### src/rtl/debug_run_ctrl.sv
// debug_run_ctrl
// Run/halt/single-step controller for a simple in-order core's debug port.
// The core runs freely in RUN, freezes in HALT, and is released for a
// bounded number of cycles in STEP after each debounced step-button press.
//
// Ports:
//   clk          clock, all state on the rising edge
//   reset        asynchronous, active-high reset
//   step_btn     raw step push-button (asynchronous)
//   finish_btn   raw leave-debug button (asynchronous)
//   pause        asynchronous level request to hold the core
//   ebreak       EBREAK in execute this cycle (one cycle)
//   pc_fetch     PC currently being fetched
//   bp_wr_en     write one breakpoint entry this cycle
//   bp_idx       breakpoint entry index for the write
//   bp_addr      breakpoint PC to store
//   bp_valid     valid bit to store with bp_addr
//   step_count   cycles released per step press (0 behaves as 1)
//   halted       core must freeze PC and pipeline while high
//   debug_active high whenever the controller is not in RUN
//   halt_reason  00 none, 01 ebreak, 10 breakpoint, 11 pause
//   step_pulse   one-cycle pulse per debounced step press
module debug_run_ctrl #(
    parameter int unsigned PC_W       = 13,
    parameter int unsigned NUM_BP     = 4,
    parameter int unsigned DEB_CYCLES = 2097151,
    parameter int unsigned STEP_W     = 8,
    localparam int unsigned IDX_W     = (NUM_BP > 1) ? $clog2(NUM_BP) : 1
) (
    input  logic              clk,
    input  logic              reset,
    input  logic              step_btn,
    input  logic              finish_btn,
    input  logic              pause,
    input  logic              ebreak,
    input  logic [PC_W-1:0]   pc_fetch,
    input  logic              bp_wr_en,
    input  logic [IDX_W-1:0]  bp_idx,
    input  logic [PC_W-1:0]   bp_addr,
    input  logic              bp_valid,
    input  logic [STEP_W-1:0] step_count,
    output logic              halted,
    output logic              debug_active,
    output logic [1:0]        halt_reason,
    output logic              step_pulse
);

    localparam int unsigned DEB_W = $clog2(DEB_CYCLES + 1);

    typedef enum logic [1:0] {RUN, HALT, STEP} state_t;
    typedef enum logic [1:0] {R_NONE, R_EBREAK, R_BP, R_PAUSE} reason_t;

    state_t            state_q, state_n;
    reason_t           reason_q, reason_n;
    logic [STEP_W-1:0] step_cnt_q, step_cnt_n;
    logic              match_mask;

    // Two-flop synchronisers; only bit [1] is used downstream.
    logic [1:0] step_sync, fin_sync, pause_sync;
    logic       step_s, fin_s, pause_s;
    logic       fin_prev, fin_evt;

    assign step_s  = step_sync[1];
    assign fin_s   = fin_sync[1];
    assign pause_s = pause_sync[1];
    assign fin_evt = fin_s & ~fin_prev;

    always_ff @(posedge clk or posedge reset) begin
        if (reset) begin
            step_sync  <= '0;
            fin_sync   <= '0;
            pause_sync <= '0;
            fin_prev   <= 1'b0;
        end else begin
            step_sync  <= {step_sync[0], step_btn};
            fin_sync   <= {fin_sync[0], finish_btn};
            pause_sync <= {pause_sync[0], pause};
            fin_prev   <= fin_s;
        end
    end

    // Debounce: the pulse fires the cycle after the counter first shows a
    // saturated value; deb_fired stays set while saturated, so holding the
    // button gives a single pulse.
    logic [DEB_W-1:0] deb_cnt;
    logic             deb_full, deb_fired;

    assign deb_full = (deb_cnt == DEB_W'(DEB_CYCLES));

    always_ff @(posedge clk or posedge reset) begin
        if (reset) begin
            deb_cnt    <= '0;
            deb_fired  <= 1'b0;
            step_pulse <= 1'b0;
        end else begin
            if (!step_s)
                deb_cnt <= '0;
            else if (!deb_full)
                deb_cnt <= deb_cnt + DEB_W'(1);
            deb_fired  <= deb_full;
            step_pulse <= deb_full & ~deb_fired;
        end
    end

    // Breakpoint table; match reads the registered contents, so a write
    // only takes effect from the following cycle.
    logic [PC_W-1:0]   bp_addr_q [NUM_BP];
    logic [NUM_BP-1:0] bp_valid_q;
    logic              bp_hit;

    always_ff @(posedge clk or posedge reset) begin
        if (reset) begin
            bp_valid_q <= '0;
            for (int unsigned i = 0; i < NUM_BP; i++)
                bp_addr_q[i] <= '0;
        end else begin
            for (int unsigned i = 0; i < NUM_BP; i++) begin
                if (bp_wr_en && bp_idx == IDX_W'(i)) begin
                    bp_addr_q[i]  <= bp_addr;
                    bp_valid_q[i] <= bp_valid;
                end
            end
        end
    end

    always_comb begin
        bp_hit = 1'b0;
        for (int unsigned i = 0; i < NUM_BP; i++) begin
            if (bp_valid_q[i] && bp_addr_q[i] == pc_fetch)
                bp_hit = 1'b1;
        end
        if (match_mask)
            bp_hit = 1'b0;
    end

    always_comb begin
        state_n    = state_q;
        reason_n   = reason_q;
        step_cnt_n = step_cnt_q;
        unique case (state_q)
            RUN: begin
                if (ebreak) begin
                    state_n  = HALT;
                    reason_n = R_EBREAK;
                end else if (bp_hit) begin
                    state_n  = HALT;
                    reason_n = R_BP;
                end else if (pause_s) begin
                    state_n  = HALT;
                    reason_n = R_PAUSE;
                end
            end
            HALT: begin
                if (fin_evt) begin
                    if (pause_s) begin
                        reason_n = R_PAUSE;
                    end else begin
                        state_n  = RUN;
                        reason_n = R_NONE;
                    end
                end else if (step_pulse) begin
                    state_n    = STEP;
                    step_cnt_n = (step_count == '0) ? STEP_W'(1) : step_count;
                end
            end
            STEP: begin
                step_cnt_n = step_cnt_q - STEP_W'(1);
                if (fin_evt) begin
                    state_n  = RUN;
                    reason_n = R_NONE;
                end else if (ebreak) begin
                    state_n  = HALT;
                    reason_n = R_EBREAK;
                end else if (bp_hit) begin
                    state_n  = HALT;
                    reason_n = R_BP;
                end else if (pause_s) begin
                    state_n  = HALT;
                    reason_n = R_PAUSE;
                end else if (step_cnt_q == STEP_W'(1)) begin
                    state_n = HALT;
                end
            end
            default: begin
                state_n  = RUN;
                reason_n = R_NONE;
            end
        endcase
    end

    // Outputs are registered from the next-state value so they change in
    // the cycle directly after the causing event.
    always_ff @(posedge clk or posedge reset) begin
        if (reset) begin
            state_q      <= RUN;
            reason_q     <= R_NONE;
            step_cnt_q   <= '0;
            match_mask   <= 1'b0;
            halted       <= 1'b0;
            debug_active <= 1'b0;
        end else begin
            state_q      <= state_n;
            reason_q     <= reason_n;
            step_cnt_q   <= step_cnt_n;
            match_mask   <= (state_q == HALT) && (state_n != HALT);
            halted       <= (state_n == HALT);
            debug_active <= (state_n != RUN);
        end
    end

    assign halt_reason = reason_q;

endmodule

### config.mk
export PLATFORM = sky130hd
export DESIGN_NAME = debug_run_ctrl
export DESIGN_NICKNAME = d
export VERILOG_FILES = /design/src/rtl/debug_run_ctrl.sv
export SDC_FILE = /design/constraint.sdc
export NUM_CORES = 1
export LEC_CHECK = 0
export ABC_AREA = 1
export CORE_MARGIN = 3
export CORE_UTILIZATION = 65
export DETAILED_ROUTE_END_ITERATION = 7
export DONT_BUFFER_PORTS = 1
export PLACE_DENSITY = 0.79
export SETUP_SLACK_MARGIN = 0.02
export SYNTH_ARGS = -nofsm -noshare
export SYNTH_HDL_FRONTEND = slang
export SYNTH_SLANG_ARGS = --single-unit
### constraint.sdc
create_clock -name clk -period 6.5 [get_ports clk]
set_input_delay 0.975 -clock clk [delete_from_list [all_inputs] [get_ports clk]]
set_output_delay 0.975 -clock clk [all_outputs]
set_load 0.1 [all_outputs]
======== Yosys cells after proc, flatten, opt, wreduce, memory -nomap -nowiden ========
Index checks and enable logic that the tools add are counted.
operators by class
  add/subtract/negate cells ............... 2
  multiply operators ...................... 0
  div/mod/pow operators ................... 0
  magnitude comparators ................... 0
  equal/unequal tests ..................... 17
  shifts and indexed selects .............. 0
  mux-type cells .......................... 30
  bitwise logic cells ..................... 4
  reductions and logical operators ........ 15
operators by type and width
  kind                   number
  $eq 13x13->1           4
  $mux 21                2
  $mux 2                 17
  $mux 8                 3
  $add 21x1->21 const B  1
  $eq 21x21->1 const B   1
  $pmux 8 s2             1
  $pmux 2 s3             2
  $logic_and 1x1->1      9
  $eq 8x1->1 const B     1
  $logic_not 8->1        1
  $ne 2x2->1 const B     4
  $sub 8x1->8 const B    1
  $eq 2x1->1 const B     3
  $eq 2x2->1 const B     3
  $mux 1                 5
  $logic_not 2->1        2
  $reduce_bool 2->1      2
  $reduce_and 3->1       1
  $and 1x1->1            2
  $ne 2x1->1 const B     1
  $not 1->1              2
word-level totals
  flip-flop bits (word level) ............. 101
  bits in latches ......................... 0
  bits in writable memories ............... 0
  bits in read-only memories .............. 0
  input bits .............................. 44
  logic and storage cells ................. 89
  memories kept ........................... 0

======== Logic depth before layout (Yosys ltp) ========
  depth in word-level cells ............... 13
  mapped depth ............................ 16
  depth with buffers taken out ............ 16

======== Least setup slack after synthesis ========
No wires, ideal clock.
  path kind ............................... in2reg
  start point ............................. in pc_fetch[6]
  end point ............................... reg match_mask
  library setup time ...................... 114 ps
  data arrival time ....................... 1837 ps
  required time ........................... 6386 ps
  setup slack ............................. 4548 ps
  stages .................................. 15
  cells stage by stage .................... inv_1 -> nand2_1 -> nand2_1 -> and2_1 -> nand2_1 -> nor2_1 -> nand2_1 -> nand2_1 -> inv_1 -> nand2_1 -> nand2_1 -> nand2_1 -> nand2_1 -> nand3_1 -> inv_1
between the ends
  cells in the longest elaborated chain, start to end .. 13
  elaborated cells between the ends (all ways) .. 21
  classes of those cells .................. eq/ne (5); mux (11); reduce/logical (5)
ends and longest elaborated chain
  item                   line  RTL
  start, declared        36    input logic [PC_W-1:0] pc_fetch,
  $eq 13x13->1           129   if (bp_valid_q[i] && bp_addr_q[i] == pc_fetch)
  $logic_and 1x1->1      129
  $mux 1 (3 in a row)    129
  $mux 1 (*)             129
  $mux 1 (*)             132   if (match_mask)
  $mux 2                 174   end else if (bp_hit) begin
  $mux 2                 171   end else if (ebreak) begin
  $mux 2                 168   if (fin_evt) begin
  $pmux 2 s3 (*)         140   unique case (state_q)
  $ne 2x1->1 (*)         205   match_mask <= (state_q == HALT) && (state_n != HALT);
  $logic_and 1x1->1 (*)  205
  end signal, assigned   205
  end, declared          56    logic match_mask;
Mark *: on every way between the ends. The rest lies on a longest branch, timed or not.
A chain may end at the register's enable or synchronous reset.

======== Final worst setup path ========
  start point ............................. reg reason_q[0], in the netlist halt_reason[0]
  end point ............................... out halt_reason[0]
RTL lines
  item                    line  RTL
  start, declared         54    reason_t reason_q, reason_n;
  start signal, assigned  203   reason_q <= reason_n;
  end, declared           44    output logic [1:0] halt_reason,
No word-level cell between the ends.

==> run summary <==
Post-synth top cells - 315 x nand2_1, 132 x inv_1, 101 x dfrtp_1
Crit Reg-Reg Endpoint - deb_cnt[13]
Vias - 5222
Avg Inst Size Synth - 6.820 µm²
Gate Count Post-Synth - 837
Yosys top cell area share - 0.4428
FILL cells - 701
area of the multi-input gates - 2618 µm²
Routed wire per std cell - 14.60 µm
total negative slack - 0 ns
register-to-register setup slack - 4.32 ns
clk_lat worst skew - 0.38 ns
WP data required - 5.52 ns
final worst path period share - 0.3548
R2R Path Start - deb_cnt[0]
Detailed Route WL - 13830 µm
Final Max Tran Viols - 0
DR pass1 iterations - 5
Fin. Hold Viols - 0
Clock Tree Root - clkbuf_8
Period minus WS final - 2.306 ns
cts-stage hold buffer count - 0
# Max-Cap Violations - 0
Register Area - 2527 µm²
Worst setup SP type - flop
worst setup path endpoint - halt_reason[0]
die area - 9942 µm²
status - completed
Post-Synthesis Cell Area - 5708 µm²
RSZ-0062 raised after global routing - no
launching element of the worst setup path - halt_reason[0]
Die H - 99.71 µm
clock skew - 0.02355 ns
Slew HR - 0.2923
H-tree Lvls - 3
CTS tree - built
Final Setup Violations - 0
ys flop type - dfrtp_1
IO Port Bufs - 0
# DRC - 0
fraction of registers with async set/reset - 1.000
crit path max fanout - 3
worst vdd ir - 0.0002072 V
post-synthesis register bit count - 101
Routed Antenna Nets - 0
Worst-Margin Slew - 1.059 ns
diodes inserted - 0
synth warn - 0
TritonCTS Buffers - 9
Post-Syn Nets - 884
Seq/Total Area, Yosys - 0.4428
top-count cell post-synth - nand2_1
power per cell area - 246.3 nW/µm²
Resized Gates After CTS - 0
leak pwr - 3.205 nW
clk buf depth - 2
iteration-0 DRC count of the detailed router - 459
vias in the first global route - 4767
detail-routed via count per cell - 5.514
Sink Count - 101
initial antenna violation count - 0
top cells by area, synth - dfrtp_1 44%, nand2_1 21%, inv_1 8.7%
Final Hold Slack - 0.3607 ns
CP endpoint kind - output pin
Distinct cells, synth - 38
crit path DAT - 1.33 ns
Tot Pwr - 0.001479 W
Top Ports - 49
Core ar. - 8382 µm²
initial core utilization - 0.6810
critical path class - flop to output pin
fmax - 433.7 MHz
EDFF count, synth - 0
share of post-route cells with drive strength above 1 - 0.03919
gpl congestion - 1.018
min-delay worst type - flop to flop
Util after Layout - 0.7164
Post-CTS Setup Bufs - 0
GRT Util Overall - 0.2951
area grow syn2layout - 5.195%
first-pass GRT wire length - 23290 µm
largest net degree at the start of global routing - 68
detailed placement HPWL - 10470 µm
Yosys top cell by area - dfrtp_1
gr ovfl total - 0
Reg2Reg Depth - 10
Rows - 33
clk slew on worst S/H paths - 0.10 ns
Final #Nets - 884
Die Wd - 99.71 µm
Worst path depth - 0
==> worst min-delay path by stage <==
stage | to | slack [ns] | startpoint | depth (start not counted)
4_1_cts | step_sync[1] | 0.37 | step_sync[0] | 0
6_report | step_sync[1] | 0.36 | step_sync[0] | 0
2_1_floorplan | fin_sync[1] | 0.33 | fin_sync[0] | 0
5_1_grt | step_sync[1] | 0.38 | step_sync[0] | 0
3_5_place_dp | step_sync[1] | 0.34 | step_sync[0] | 0
3_3_place_gp | step_sync[1] | 0.34 | step_sync[0] | 0
==> placed cells by master (no fill, tap or decap), types with 2 or more instances in the layout <==
cell type,netlist,final
a21oi_1,10,10
a221oi_1,2,2
a211oi_1,2,2
nor2_4,2,2
o21ai_0,75,75
nor3_1,12,12
o211ai_1,3,3
a31oi_1,3,3
nand4_1,10,10
a21boi_0,2,2
inv_1,132,131
inv_2,2,2
o22ai_1,2,2
ha_1,3,3
clkbuf_8,0,9
nand3_1,29,29
nand3_2,2,2
nor2_1,93,93
nor2_2,2,2
nor4_1,3,3
nand2_1,315,315
xor2_1,4,4
inv_6,0,3
nand2_2,2,2
o211a_1,2,2
dfrtp_1,101,101
==> power by group <==
group / leakage (nW) / total (W) / switching [W] / internal [W]
clock network: 0.106 / 0.000425 / 0.000237 / 0.000188
registers: 1.26 / 0.000794 / 0.000100 / 0.000694
logic: 1.84 / 0.000260 / 0.000173 / 0.0000870
total: 3.20 / 0.00148 / 0.000510 / 0.000969
==> metrics by stage <==
| stage | setup slack, ns | area (µm²) | instances |
|---|---|---|---|
| after floorplan | 2.878 | 5708 | 837 |
| after global placement | 4.222 | 5789 | 931 |
| after detailed placement | 4.103 | 5789 | 931 |
| after CTS | 4.172 | 6005 | 947 |
| after global routing | 4.073 | 6005 | 947 |
| final | 4.194 | 6005 | 947 |
==> worst register-to-register path: cells and delay by family, from the launching register on <==
| family | cells | cell delay (ns) |
|---|---|---|
| DFF | 1 | 0.43 |
| adders and majority gates | 1 | 0.23 |
| and+or+nand+nor | 8 | 1.28 |
| AOI/OAI and AO/OA | 1 | 0.13 |
==> state kept, by name, indices dropped and copies added (netlist names) <==
name	cells
bp_addr_q	52
bp_valid_q	4
deb_cnt	21
deb_fired	1
debug_active	1
fin_prev	1
fin_sync	2
halt_reason	2
halted	1
match_mask	1
pause_sync	2
state_q	2
step_cnt_q	8
step_pulse	1
step_sync	2
==> layer usage <==
metal  up-vias  wire [µm]  global-route usage
met2       198       5991              0.4315
li1       2606          -                   -
met5         -          0                   0
met3        12       1070             0.04979
met1      2406       6635              0.4614
met4         0        129             0.06513
==> logic make-up (layout without fill, tap and decap cells) <==
kind of cell	Yosys count	in the layout	share of synthesized area
compound gates	109	109	0.1085
xor+xnor	4	4	0.006137
fa+ha+maj	3	3	0.006577
buf+inv	146	151	0.09864
flops	101	101	0.4428
simple gates	474	474	0.3374
==> layout make-up <==
class,count,share of cell area
Multi-Input combinational cell,590,0.4359
Inverter,134,0.08418
Clock buffer,9,0.02063
Tap cell,105,0.02188
Sequential cell,101,0.4209
Timing Repair Buffer,1,0.001250
Clock inverter,7,0.01521
Power figures use the tool's default switching activity.
